--- src/rtl/ctrl_pipe_unit.sv ---
// Pipelined control unit: decodes the ID instruction into a control bundle, carries it
// through EX/MEM/WB, and resolves load-use and MULT/DIV hazards with bubbles and stall_if.
module ctrl_pipe_unit #(
    parameter int         ALU_W      = 5,
    parameter int         MULDIV_LAT = 4,
    parameter logic [4:0] LINK_REG   = 5'd31
) (
    input  logic             clk,
    input  logic             rst,
    input  logic             id_valid,
    input  logic [5:0]       op_code,
    input  logic [5:0]       funct_code,
    input  logic [4:0]       rs,
    input  logic [4:0]       rt,
    input  logic [4:0]       rd,
    input  logic             ext_stall,
    input  logic             flush,
    output logic             stall_if,
    output logic             illegal_instr,
    output logic             muldiv_busy,
    output logic             ex_valid,
    output logic             ex_reg_write,
    output logic             ex_mem_to_reg,
    output logic             ex_mem_write,
    output logic             ex_alu_src,
    output logic             ex_branch,
    output logic             ex_jal,
    output logic             ex_load_upper,
    output logic [1:0]       ex_jump,
    output logic [3:0]       ex_bcu_control,
    output logic [ALU_W-1:0] ex_alu_control,
    output logic [4:0]       ex_dest,
    output logic             mem_valid,
    output logic             mem_reg_write,
    output logic             mem_mem_to_reg,
    output logic             mem_mem_write,
    output logic [4:0]       mem_dest,
    output logic             wb_valid,
    output logic             wb_reg_write,
    output logic             wb_mem_to_reg,
    output logic [4:0]       wb_dest
);

    localparam logic [5:0] OP_SPECIAL = 6'h00;
    localparam logic [5:0] OP_J       = 6'h02;
    localparam logic [5:0] OP_JAL     = 6'h03;
    localparam logic [5:0] OP_BEQ     = 6'h04;
    localparam logic [5:0] OP_BNE     = 6'h05;
    localparam logic [5:0] OP_ADDI    = 6'h08;
    localparam logic [5:0] OP_ADDIU   = 6'h09;
    localparam logic [5:0] OP_SLTI    = 6'h0A;
    localparam logic [5:0] OP_SLTIU   = 6'h0B;
    localparam logic [5:0] OP_ANDI    = 6'h0C;
    localparam logic [5:0] OP_ORI     = 6'h0D;
    localparam logic [5:0] OP_XORI    = 6'h0E;
    localparam logic [5:0] OP_LUI     = 6'h0F;
    localparam logic [5:0] OP_LW      = 6'h23;
    localparam logic [5:0] OP_SW      = 6'h2B;

    localparam logic [5:0] F_SLL   = 6'h00;
    localparam logic [5:0] F_SRL   = 6'h02;
    localparam logic [5:0] F_SRA   = 6'h03;
    localparam logic [5:0] F_SLLV  = 6'h04;
    localparam logic [5:0] F_SRLV  = 6'h06;
    localparam logic [5:0] F_SRAV  = 6'h07;
    localparam logic [5:0] F_JR    = 6'h08;
    localparam logic [5:0] F_MFHI  = 6'h10;
    localparam logic [5:0] F_MFLO  = 6'h12;
    localparam logic [5:0] F_MULT  = 6'h18;
    localparam logic [5:0] F_MULTU = 6'h19;
    localparam logic [5:0] F_DIV   = 6'h1A;
    localparam logic [5:0] F_DIVU  = 6'h1B;
    localparam logic [5:0] F_ADD   = 6'h20;
    localparam logic [5:0] F_ADDU  = 6'h21;
    localparam logic [5:0] F_SUB   = 6'h22;
    localparam logic [5:0] F_SUBU  = 6'h23;
    localparam logic [5:0] F_AND   = 6'h24;
    localparam logic [5:0] F_OR    = 6'h25;
    localparam logic [5:0] F_XOR   = 6'h26;
    localparam logic [5:0] F_NOR   = 6'h27;
    localparam logic [5:0] F_SLT   = 6'h2A;
    localparam logic [5:0] F_SLTU  = 6'h2B;

    localparam logic [ALU_W-1:0] ALU_ADD   = ALU_W'(1);
    localparam logic [ALU_W-1:0] ALU_ADDU  = ALU_W'(2);
    localparam logic [ALU_W-1:0] ALU_SUB   = ALU_W'(3);
    localparam logic [ALU_W-1:0] ALU_SUBU  = ALU_W'(4);
    localparam logic [ALU_W-1:0] ALU_AND   = ALU_W'(5);
    localparam logic [ALU_W-1:0] ALU_OR    = ALU_W'(6);
    localparam logic [ALU_W-1:0] ALU_XOR   = ALU_W'(7);
    localparam logic [ALU_W-1:0] ALU_NOR   = ALU_W'(8);
    localparam logic [ALU_W-1:0] ALU_SLT   = ALU_W'(9);
    localparam logic [ALU_W-1:0] ALU_SLTU  = ALU_W'(10);
    localparam logic [ALU_W-1:0] ALU_SLL   = ALU_W'(11);
    localparam logic [ALU_W-1:0] ALU_SRL   = ALU_W'(12);
    localparam logic [ALU_W-1:0] ALU_SRA   = ALU_W'(13);
    localparam logic [ALU_W-1:0] ALU_SLLV  = ALU_W'(14);
    localparam logic [ALU_W-1:0] ALU_SRLV  = ALU_W'(15);
    localparam logic [ALU_W-1:0] ALU_SRAV  = ALU_W'(16);
    localparam logic [ALU_W-1:0] ALU_LUI   = ALU_W'(17);
    localparam logic [ALU_W-1:0] ALU_MULT  = ALU_W'(18);
    localparam logic [ALU_W-1:0] ALU_MULTU = ALU_W'(19);
    localparam logic [ALU_W-1:0] ALU_DIV   = ALU_W'(20);
    localparam logic [ALU_W-1:0] ALU_DIVU  = ALU_W'(21);
    localparam logic [ALU_W-1:0] ALU_MFHI  = ALU_W'(22);
    localparam logic [ALU_W-1:0] ALU_MFLO  = ALU_W'(23);
    localparam logic [ALU_W-1:0] ALU_UNDEF = ALU_W'(31);

    localparam logic [3:0] BCU_BEQ = 4'b0001;
    localparam logic [3:0] BCU_BNE = 4'b0010;

    localparam logic [3:0] C_MD_LAT = 4'(MULDIV_LAT);

    typedef struct packed {
        logic             reg_write;
        logic             mem_to_reg;
        logic             mem_write;
        logic             alu_src;
        logic             branch;
        logic             jal;
        logic             load_upper;
        logic [1:0]       jump;
        logic [3:0]       bcu;
        logic [ALU_W-1:0] alu;
        logic [4:0]       dest;
        logic             illegal;
    } ctrl_t;

    typedef struct packed {
        logic       valid;
        logic       reg_write;
        logic       mem_to_reg;
        logic       mem_write;
        logic [4:0] dest;
    } mem_t;

    typedef struct packed {
        logic       valid;
        logic       reg_write;
        logic       mem_to_reg;
        logic [4:0] dest;
    } wb_t;

    localparam ctrl_t C_BUBBLE = '{alu: ALU_UNDEF, default: '0};

    ctrl_t      w_dec;
    logic       w_bad;
    logic       w_rt_read;
    logic       w_is_muldiv;
    logic       w_is_hilo;
    logic       w_load_hazard;
    logic       w_muldiv_hazard;
    logic       w_ex_load;

    ctrl_t      r_ex;
    logic       r_ex_valid;
    mem_t       r_mem;
    wb_t        r_wb;
    logic [3:0] r_md_cnt;

    always_comb begin : decode
        // NOTE: every combinational output gets a default first so no path infers a latch.
        w_dec       = C_BUBBLE;
        w_bad       = 1'b0;
        w_rt_read   = 1'b0;
        w_is_muldiv = 1'b0;
        w_is_hilo   = 1'b0;
        case (op_code)
            OP_SPECIAL: begin
                w_rt_read       = 1'b1;
                w_dec.reg_write = 1'b1;
                case (funct_code)
                    F_SLL:   w_dec.alu = ALU_SLL;
                    F_SRL:   w_dec.alu = ALU_SRL;
                    F_SRA:   w_dec.alu = ALU_SRA;
                    F_SLLV:  w_dec.alu = ALU_SLLV;
                    F_SRLV:  w_dec.alu = ALU_SRLV;
                    F_SRAV:  w_dec.alu = ALU_SRAV;
                    F_JR:    begin w_dec.reg_write = 1'b0; w_dec.jump = 2'b10; end
                    F_MFHI:  begin w_dec.alu = ALU_MFHI; w_is_hilo = 1'b1; end
                    F_MFLO:  begin w_dec.alu = ALU_MFLO; w_is_hilo = 1'b1; end
                    F_MULT:  begin w_dec.reg_write = 1'b0; w_dec.alu = ALU_MULT;  w_is_muldiv = 1'b1; end
                    F_MULTU: begin w_dec.reg_write = 1'b0; w_dec.alu = ALU_MULTU; w_is_muldiv = 1'b1; end
                    F_DIV:   begin w_dec.reg_write = 1'b0; w_dec.alu = ALU_DIV;   w_is_muldiv = 1'b1; end
                    F_DIVU:  begin w_dec.reg_write = 1'b0; w_dec.alu = ALU_DIVU;  w_is_muldiv = 1'b1; end
                    F_ADD:   w_dec.alu = ALU_ADD;
                    F_ADDU:  w_dec.alu = ALU_ADDU;
                    F_SUB:   w_dec.alu = ALU_SUB;
                    F_SUBU:  w_dec.alu = ALU_SUBU;
                    F_AND:   w_dec.alu = ALU_AND;
                    F_OR:    w_dec.alu = ALU_OR;
                    F_XOR:   w_dec.alu = ALU_XOR;
                    F_NOR:   w_dec.alu = ALU_NOR;
                    F_SLT:   w_dec.alu = ALU_SLT;
                    F_SLTU:  w_dec.alu = ALU_SLTU;
                    default: w_bad = 1'b1;
                endcase
            end
            OP_J:     w_dec.jump = 2'b01;
            OP_JAL:   begin w_dec.jump = 2'b01; w_dec.jal = 1'b1; w_dec.reg_write = 1'b1; end
            OP_BEQ:   begin w_rt_read = 1'b1; w_dec.branch = 1'b1; w_dec.bcu = BCU_BEQ; w_dec.alu = ALU_SUB; end
            OP_BNE:   begin w_rt_read = 1'b1; w_dec.branch = 1'b1; w_dec.bcu = BCU_BNE; w_dec.alu = ALU_SUB; end
            OP_ADDI:  begin w_dec.reg_write = 1'b1; w_dec.alu_src = 1'b1; w_dec.alu = ALU_ADD;  end
            OP_ADDIU: begin w_dec.reg_write = 1'b1; w_dec.alu_src = 1'b1; w_dec.alu = ALU_ADDU; end
            OP_SLTI:  begin w_dec.reg_write = 1'b1; w_dec.alu_src = 1'b1; w_dec.alu = ALU_SLT;  end
            OP_SLTIU: begin w_dec.reg_write = 1'b1; w_dec.alu_src = 1'b1; w_dec.alu = ALU_SLTU; end
            OP_ANDI:  begin w_dec.reg_write = 1'b1; w_dec.alu_src = 1'b1; w_dec.alu = ALU_AND;  end
            OP_ORI:   begin w_dec.reg_write = 1'b1; w_dec.alu_src = 1'b1; w_dec.alu = ALU_OR;   end
            OP_XORI:  begin w_dec.reg_write = 1'b1; w_dec.alu_src = 1'b1; w_dec.alu = ALU_XOR;  end
            OP_LUI:   begin
                w_dec.reg_write  = 1'b1;
                w_dec.alu_src    = 1'b1;
                w_dec.load_upper = 1'b1;
                w_dec.alu        = ALU_LUI;
            end
            OP_LW:    begin
                w_dec.reg_write  = 1'b1;
                w_dec.mem_to_reg = 1'b1;
                w_dec.alu_src    = 1'b1;
                w_dec.alu        = ALU_ADD;
            end
            OP_SW:    begin
                w_rt_read       = 1'b1;
                w_dec.mem_write = 1'b1;
                w_dec.alu_src   = 1'b1;
                w_dec.alu       = ALU_ADD;
            end
            default:  w_bad = 1'b1;
        endcase

        // An undecodable instruction keeps only its illegal flag; nothing may write.
        if (w_bad) begin
            w_dec         = C_BUBBLE;
            w_dec.illegal = 1'b1;
        end

        if (op_code == OP_SPECIAL)  w_dec.dest = rd;
        else if (op_code == OP_JAL) w_dec.dest = LINK_REG;
        else                        w_dec.dest = rt;

        if (w_dec.dest == 5'd0) w_dec.reg_write = 1'b0;
    end

    assign muldiv_busy     = (r_md_cnt != 4'd0);
    assign w_load_hazard   = id_valid & r_ex_valid & r_ex.mem_to_reg & (r_ex.dest != 5'd0) &
                             ((r_ex.dest == rs) | (w_rt_read & (r_ex.dest == rt)));
    assign w_muldiv_hazard = id_valid & muldiv_busy & (w_is_muldiv | w_is_hilo);
    assign stall_if        = w_load_hazard | w_muldiv_hazard | ext_stall;
    assign w_ex_load       = id_valid & ~flush & ~w_load_hazard & ~w_muldiv_hazard;

    // ext_stall freezes everything except the flush kill of EX; the counter ignores flush.
    always_ff @(posedge clk or posedge rst) begin
        if (rst) begin
            // NOTE: state registers use non-blocking assignment so every stage samples pre-edge values.
            r_ex_valid <= 1'b0;
            r_ex       <= C_BUBBLE;
            r_mem      <= '0;
            r_wb       <= '0;
            r_md_cnt   <= '0;
        end else if (ext_stall) begin
            if (flush) begin
                r_ex_valid <= 1'b0;
                r_ex       <= C_BUBBLE;
            end
        end else begin
            r_mem <= '{valid: r_ex_valid, reg_write: r_ex.reg_write, mem_to_reg: r_ex.mem_to_reg,
                       mem_write: r_ex.mem_write, dest: r_ex.dest};
            r_wb  <= '{valid: r_mem.valid, reg_write: r_mem.reg_write,
                       mem_to_reg: r_mem.mem_to_reg, dest: r_mem.dest};
            if (w_ex_load) begin
                r_ex_valid <= 1'b1;
                r_ex       <= w_dec;
            end else begin
                r_ex_valid <= 1'b0;
                r_ex       <= C_BUBBLE;
            end
            if (w_ex_load && w_is_muldiv) r_md_cnt <= C_MD_LAT;
            else if (r_md_cnt != 4'd0)    r_md_cnt <= r_md_cnt - 4'd1;
        end
    end

    assign ex_valid       = r_ex_valid;
    assign ex_reg_write   = r_ex.reg_write;
    assign ex_mem_to_reg  = r_ex.mem_to_reg;
    assign ex_mem_write   = r_ex.mem_write;
    assign ex_alu_src     = r_ex.alu_src;
    assign ex_branch      = r_ex.branch;
    assign ex_jal         = r_ex.jal;
    assign ex_load_upper  = r_ex.load_upper;
    assign ex_jump        = r_ex.jump;
    assign ex_bcu_control = r_ex.bcu;
    assign ex_alu_control = r_ex.alu;
    assign ex_dest        = r_ex.dest;
    assign illegal_instr  = r_ex.illegal;

    assign mem_valid      = r_mem.valid;
    assign mem_reg_write  = r_mem.reg_write;
    assign mem_mem_to_reg = r_mem.mem_to_reg;
    assign mem_mem_write  = r_mem.mem_write;
    assign mem_dest       = r_mem.dest;

    assign wb_valid       = r_wb.valid;
    assign wb_reg_write   = r_wb.reg_write;
    assign wb_mem_to_reg  = r_wb.mem_to_reg;
    assign wb_dest        = r_wb.dest;

endmodule

--- config.mk ---
export PLATFORM = sky130hd
export DESIGN_NAME = ctrl_pipe_unit
export DESIGN_NICKNAME = d
export VERILOG_FILES = /design/src/rtl/ctrl_pipe_unit.sv
export SDC_FILE = /design/constraint.sdc
export NUM_CORES = 1
export LEC_CHECK = 0
export ABC_AREA = 1
export CELL_PAD_IN_SITES_DETAIL_PLACEMENT = 1
export CELL_PAD_IN_SITES_GLOBAL_PLACEMENT = 2
export CORE_ASPECT_RATIO = 0.7
export CORE_MARGIN = 2
export CORE_UTILIZATION = 28
export DETAILED_ROUTE_END_ITERATION = 6
export HOLD_SLACK_MARGIN = 0.15
export PLACE_DENSITY = 0.92
export SYNTH_ARGS = -nofsm -noshare
export SYNTH_HDL_FRONTEND = slang
export SYNTH_SLANG_ARGS = --single-unit
--- constraint.sdc ---
create_clock -name clk -period 3.22 [get_ports clk]
set_input_delay 0.322 -clock clk [delete_from_list [all_inputs] [get_ports clk]]
set_output_delay 0.322 -clock clk [all_outputs]
set_load 0.02 [all_outputs]
==> out/summary.txt, run 1 <==
# diodes: 0
Fmax achieved: 0.362 GHz
core outline area: 9680 sq um
cts bufs inserted: 5
fin. max-slew vios: 0
final setup violation count: 0
violation count after the first detailed-route iteration: 182
simple-gate share of the synthesized area: 0.372
reported max-cap violation count: 0
I/O Buffers: 73
setup repair bufs after CTS: 0
DRT Wirelength: 9240 microns
Final Hold Fails: 0
Reg2Reg Depth: 10
pwr dens: 428 nW/um^2
element type at the critical path end: output port
Root Driver: clkbuf_16
status: finished clean
CP max FO: 13
grt ovf: 0
largest net degree at the start of global routing: 33
Worst Setup Path Type: primary input to output port
yosys warns: 0
synthesized instance count: 387
vias in the first global route: 2980
fill cell count: 1214
clock transition at the registers of the reported paths: 0.06 ns
die span in y: 87.5 microns
synth-to-layout area growth: 37.1%
Yosys reg bits: 44
ratio of cells with drive above 1 in the final layout: 0.111
XOR/XNOR share of the synthesized area: 0.0189
IO Count: 76
FP Rows: 30
post-synthesis sequential area ratio: 0.397
post-CTS sizing: 0
area fraction in compound gates after synthesis: 0.117
DP Wirelength: 7390 microns
wire per inst: 15.7 microns
crit start category: primary input
Max Root-Sink Buffers: 2
die area: 10800 sq um
CTS tree: built
Overall Global Routing Usage: 0.179
slew of the pin with the lowest slew margin: 1.00 ns
Finished Cell Area: 3820 sq um
first-pass GRT wire length: 15100 microns
dpl cell area: 3640 sq um
Vias/cell: 4.88
syn_area_per_cell: 7.20 sq um
Layout Skew: 0.00575 ns
minimum clock period: 2.76 ns
HP Class: primary input to asynchronous set/reset pin
final worst path period share: 0.857
r2r endpoint: ex_reg_write
Peak VDD IR: 0.188 mV
FF-to-FF Start: r_md_cnt[0]
Relative slew margins: 0.326
Post-Synth Adder-Cell Area: 0.00449
synthesized area: 2790 sq um
Crit path required time: 2.90 ns
post-synthesis mux area share: 0
H-tree Lvls: 2
first-pass iteration count of the detailed router: 4
DRC: 0
gp weighted congestion: 0.897
Leakage: 1.78 nW
Hold-fix buffers, CTS: 0
width of the die: 123 microns
crit path DAT: 2.44 ns
post-synth cell types: 36
main combinational cell family by area after synthesis: simple AND/OR/NAND/NOR gates
layout net count: 493
initial antenna violation count: 0
initial core utilization: 0.288
post-route ant nets: 0
CTS Sinks: 44
Clock Latency Late Sink: 0.29 ns
setup tns final: 0 ns
r2r setup slk: 1.28 ns
vias post-DR: 2872
RSZ-0062 raised after global routing: false
-- cells in the final DEF (no fill, tap or decap) --
master           instances
buf_4                    4
nand4_2                  1
a21oi_2                  1
nand3_2                  3
nor3_1                   9
o22ai_1                  5
inv_2                    5
nand3_1                 39
nand3b_1                 2
o21ai_0                 18
nand4_4                  1
clkbuf_16                5
o211ai_1                 2
nor4_1                   1
a21boi_0                 1
inv_1                   42
xor2_1                   2
a31oi_1                  1
nor2_2                   7
o31ai_1                  1
nand4_1                  8
a21oi_1                 10
conb_1                   2
clkbuf_8                 1
nand2_1                115
xnor2_1                  4
clkinv_1                 1
dfrtp_1                 39
nor2_1                  32
nand2_2                  5
o21ai_1                  2
clkdlybuf4s50_1         73
bufinv_16                1
dfstp_2                  5
clkinv_4                 1
nor2_4                   2
nand2_4                  1
o31ai_2                  8
ha_1                     1
-- cells in the mapped netlist --
library cell	instances	area, sq um
nor2_4	2	22.5
nand2_2	5	31.3
nand4_2	1	12.5
buf_1	1	3.75
a31oi_1	1	6.26
nand3_2	3	30.0
nand2_4	1	11.3
nor2_2	7	43.8
dfstp_2	5	131
nand4_1	8	50.1
nand3_1	39	195
o31ai_1	1	7.51
dfrtp_1	39	976
buf_6	2	22.5
o22ai_1	5	31.3
ha_1	1	12.5
a21oi_2	1	8.76
o21ai_1	2	10.0
nand4_4	1	21.3
inv_1	43	161
xnor2_1	4	35.0
inv_2	5	18.8
nor2_1	32	120
xor2_1	2	17.5
nor3_1	9	45.0
o31ai_2	8	100
clkbuf_1	7	26.3
o21ai_0	18	90.1
conb_1	1	3.75
nor4_1	1	6.26
a21boi_0	1	7.51
nand3b_1	2	15.0
a21oi_1	10	50.1
buf_4	2	15.0
o211ai_1	2	15.0
nand2_1	115	432
-- stage by stage --
stage | std cells | setup slack, ns | total power [mW] | util | hold slack [ns]
after floorplan | 388 | 1.61 | 0.878 | - | 0.442
after global placement | 581 | 0.482 | 1.03 | 0.376 | 0.456
after detailed placement | 581 | 0.438 | 1.05 | 0.376 | 0.461
after CTS | 589 | 0.433 | 1.65 | 0.395 | 0.475
after global routing | 589 | 0.302 | 1.72 | 0.395 | 0.491
final | 589 | 0.459 | 1.64 | 0.395 | 0.460
-- layout make-up --
| cell class | count | area (sq um) | share of cell area |
|---|---|---|---|
| multi-input cells | 284 | 1440 | 0.376 |
| flip-flops and latches | 44 | 1110 | 0.290 |
| repair buffers | 77 | 761 | 0.199 |
| inverters | 48 | 180 | 0.0472 |
| well taps | 128 | 160 | 0.0419 |
| clock buffers | 6 | 139 | 0.0363 |
| clock inverters | 2 | 38.8 | 0.0102 |
-- layer usage --
layer  vias to the layer above  track usage  part of all wire
met1                      1390        0.268              0.51
met4                         0       0.0279            0.0060
met3                         8       0.0288             0.054
li1                       1404            -                 -
met5                         -            0                 0
met2                        70        0.276              0.43
-- cells by family (layout without fill, tap and decap cells) --
group	after synthesis	after routing
AO/OA/AOI/OAI	49	49
XOR/XNOR	6	6
other	1	2
AND/OR/NAND/NOR	226	226
buffers and inverters	60	133
flip-flops	44	44
adder cells (fa/ha/maj)	1	1
-- worst max-delay path by stage --
stage | startpoint | end | slack, ns | cells after the start
6_report | op_code[4] | stall_if | 0.46 | 9
5_1_grt | op_code[3] | stall_if | 0.30 | 9
4_1_cts | op_code[1] | stall_if | 0.43 | 7
3_5_place_dp | op_code[4] | stall_if | 0.44 | 9
3_3_place_gp | op_code[3] | stall_if | 0.48 | 9
2_1_floorplan | r_md_cnt[0] | stall_if | 1.61 | 7
-- power by group --
group | internal (mW) | switching, mW | total, mW
clock network | 0.389 | 0.215 | 0.603
registers | 0.594 | 0.0288 | 0.623
logic | 0.161 | 0.250 | 0.411
total | 1.14 | 0.494 | 1.64
-- critical path: stages --
cell	delay, ns
clkdlybuf4s50_1	0.46
nor2_4	0.19
inv_2	0.09
nor2_2	0.13
nand2_2	0.18
inv_2	0.19
nand4_4	0.13
nand3_1	0.14
clkdlybuf4s50_1	0.61
No activity file was read; power rests on OpenSTA's default activity.
==> run 2: changes to the inputs <==
==> config.mk (replaced) <==
export PLATFORM = sky130hd
export DESIGN_NAME = ctrl_pipe_unit
export DESIGN_NICKNAME = d
export VERILOG_FILES = /design/src/rtl/ctrl_pipe_unit.sv
export SDC_FILE = /design/constraint.sdc
export NUM_CORES = 1
export LEC_CHECK = 0
export ABC_AREA = 1
export CORE_ASPECT_RATIO = 0.7
export CORE_MARGIN = 2
export CORE_UTILIZATION = 50
export DETAILED_ROUTE_END_ITERATION = 6
export HOLD_SLACK_MARGIN = 0.15
export PLACE_DENSITY = 0.91
export SYNTH_ARGS = -nofsm -noshare
export SYNTH_HDL_FRONTEND = slang
export SYNTH_SLANG_ARGS = --single-unit
==> run 2 against run 1 <==
Against the previous run: hold slack got worse by 0.023 ns; utilization increased by 30 points; non-clock buffer count did not move; sequential power about the same.
==> out/summary.txt, run 2 (synthesis gave the netlist of run 1 again) <==
Hold-fix buffers, CTS: 0
gp weighted congestion: 0.967
violation count after the first detailed-route iteration: 222
RSZ-0062 raised after global routing: false
element type at the critical path end: output port
setup repair bufs after CTS: 0
Worst Setup Path Type: primary input to output port
register area: 1110 sq um
crit path DAT: 2.51 ns
H-tree Lvls: 2
final worst path period share: 0.881
synth-to-layout area growth: 32.4%
Root Driver: clkbuf_8
die span in y: 66.5 microns
setup tns final: 0 ns
slew of the pin with the lowest slew margin: 0.996 ns
most common cell after layout, fill and taps aside: nand2_1
Overall Global Routing Usage: 0.255
initial core utilization: 0.524
post-route ant nets: 0
ratio of cells with drive above 1 in the final layout: 0.111
cts bufs inserted: 5
initial antenna violation count: 0
die area: 6200 sq um
DRT Wirelength: 7590 microns
final setup violation count: 0
most used cell, CP: clkdlybuf4s50_1
Multi-input gate area: 1440 sq um
Clock Latency Late Sink: 0.31 ns
crit start category: primary input
CTS Sinks: 44
crit path cell chain: clkdlybuf4s50_1, nor2_1, nand2_2, inv_2, nand4_4, nand3_1, clkdlybuf4s50_1
Final Worst Setup Slack: 0.383 ns
post-CTS sizing: 0
CTS tree: built
FP Rows: 22
core outline area: 5310 sq um
I/O Buffers: 73
vias in the first global route: 2636
Slowest Stage Delay on Critical Path: 0.63 ns
pwr dens: 397 nW/um^2
Peak VDD IR: 0.373 mV
fill cell count: 412
# diodes: 0
final hold slack: 0.438 ns
DRC: 0
Vias/cell: 5.58
width of the die: 93.2 microns
Crit path required time: 2.90 ns
Relative slew margins: 0.332
critical path's slowest cell: clkdlybuf4s50_1
Leakage: 1.75 nW
minimum clock period: 2.84 ns
CP max FO: 13
fin. max-slew vios: 0
clock transition at the registers of the reported paths: 0.09 ns
largest net degree at the start of global routing: 33
most frequent cells in the layout: nand2_1, clkdlybuf4s50_1, inv_1
grt ovf: 0
Fmax achieved: 0.352 GHz
vias post-DR: 2974
IO Count: 76
status: finished clean
HP Class: primary input to asynchronous set/reset pin
Max Root-Sink Buffers: 2
CP delay by family, top: buffers and inverters
Crit path buffers/inverters: 3
first-pass iteration count of the detailed router: 5
Layout Skew: 0.00712 ns
DP Wirelength: 5890 microns
wire per inst: 14.2 microns
first-pass GRT wire length: 12500 microns
dpl ws: 0.413 ns
reported max-cap violation count: 0
Final Hold Fails: 0
layout net count: 493
==> run 2: worst paths after layout <==
kind,from,end,slack (ns),cells past startpoint
max,op_code[1],stall_if,0.38,7
min,rst,wb_mem_to_reg,0.44,2
max reg2reg,r_md_cnt[0],ex_alu_control[1],1.33,9
min reg2reg,wb_dest[3],wb_dest[3],0.49,2
max in group asynchronous,rst,ex_alu_control[1],2.03,3
min in group clk,wb_dest[3],wb_dest[3],0.49,2
==> run 2: cell type report <==
cell class	instances	share of cell area
repair buffers	77	0.206
clock buffers	5	0.0187
well taps	72	0.0244
multi-input cells	284	0.389
flip-flops and latches	44	0.300
clock inverters	3	0.0126
inverters	48	0.0488
==> run 2: report_power, final <==
group / internal [mW] / total, mW / switching (mW)
Combinational: 0.160 / 0.399 / 0.239
Sequential: 0.593 / 0.621 / 0.0280
Clock: 0.234 / 0.443 / 0.209
Total: 0.987 / 1.46 / 0.476
==> run 2: metal layers <==
metal / vias to the layer above / part of all wire / global-route usage
met5: - / 0 / 0
met1: 1384 / 0.44 / 0.372
met4: 0 / 0.019 / 0.0680
met2: 171 / 0.45 / 0.394
li1: 1399 / - / -
met3: 20 / 0.089 / 0.0430
==> run 2: through the flow <==
step | cells | area (sq um) | utilization | power, mW
floorplan | 388 | 2790 | - | 0.878
global placement | 525 | 3570 | 0.673 | 1.01
detailed placement | 525 | 3570 | 0.673 | 1.03
CTS | 533 | 3690 | 0.694 | 1.46
global route | 533 | 3690 | 0.694 | 1.54
finish | 533 | 3690 | 0.694 | 1.46
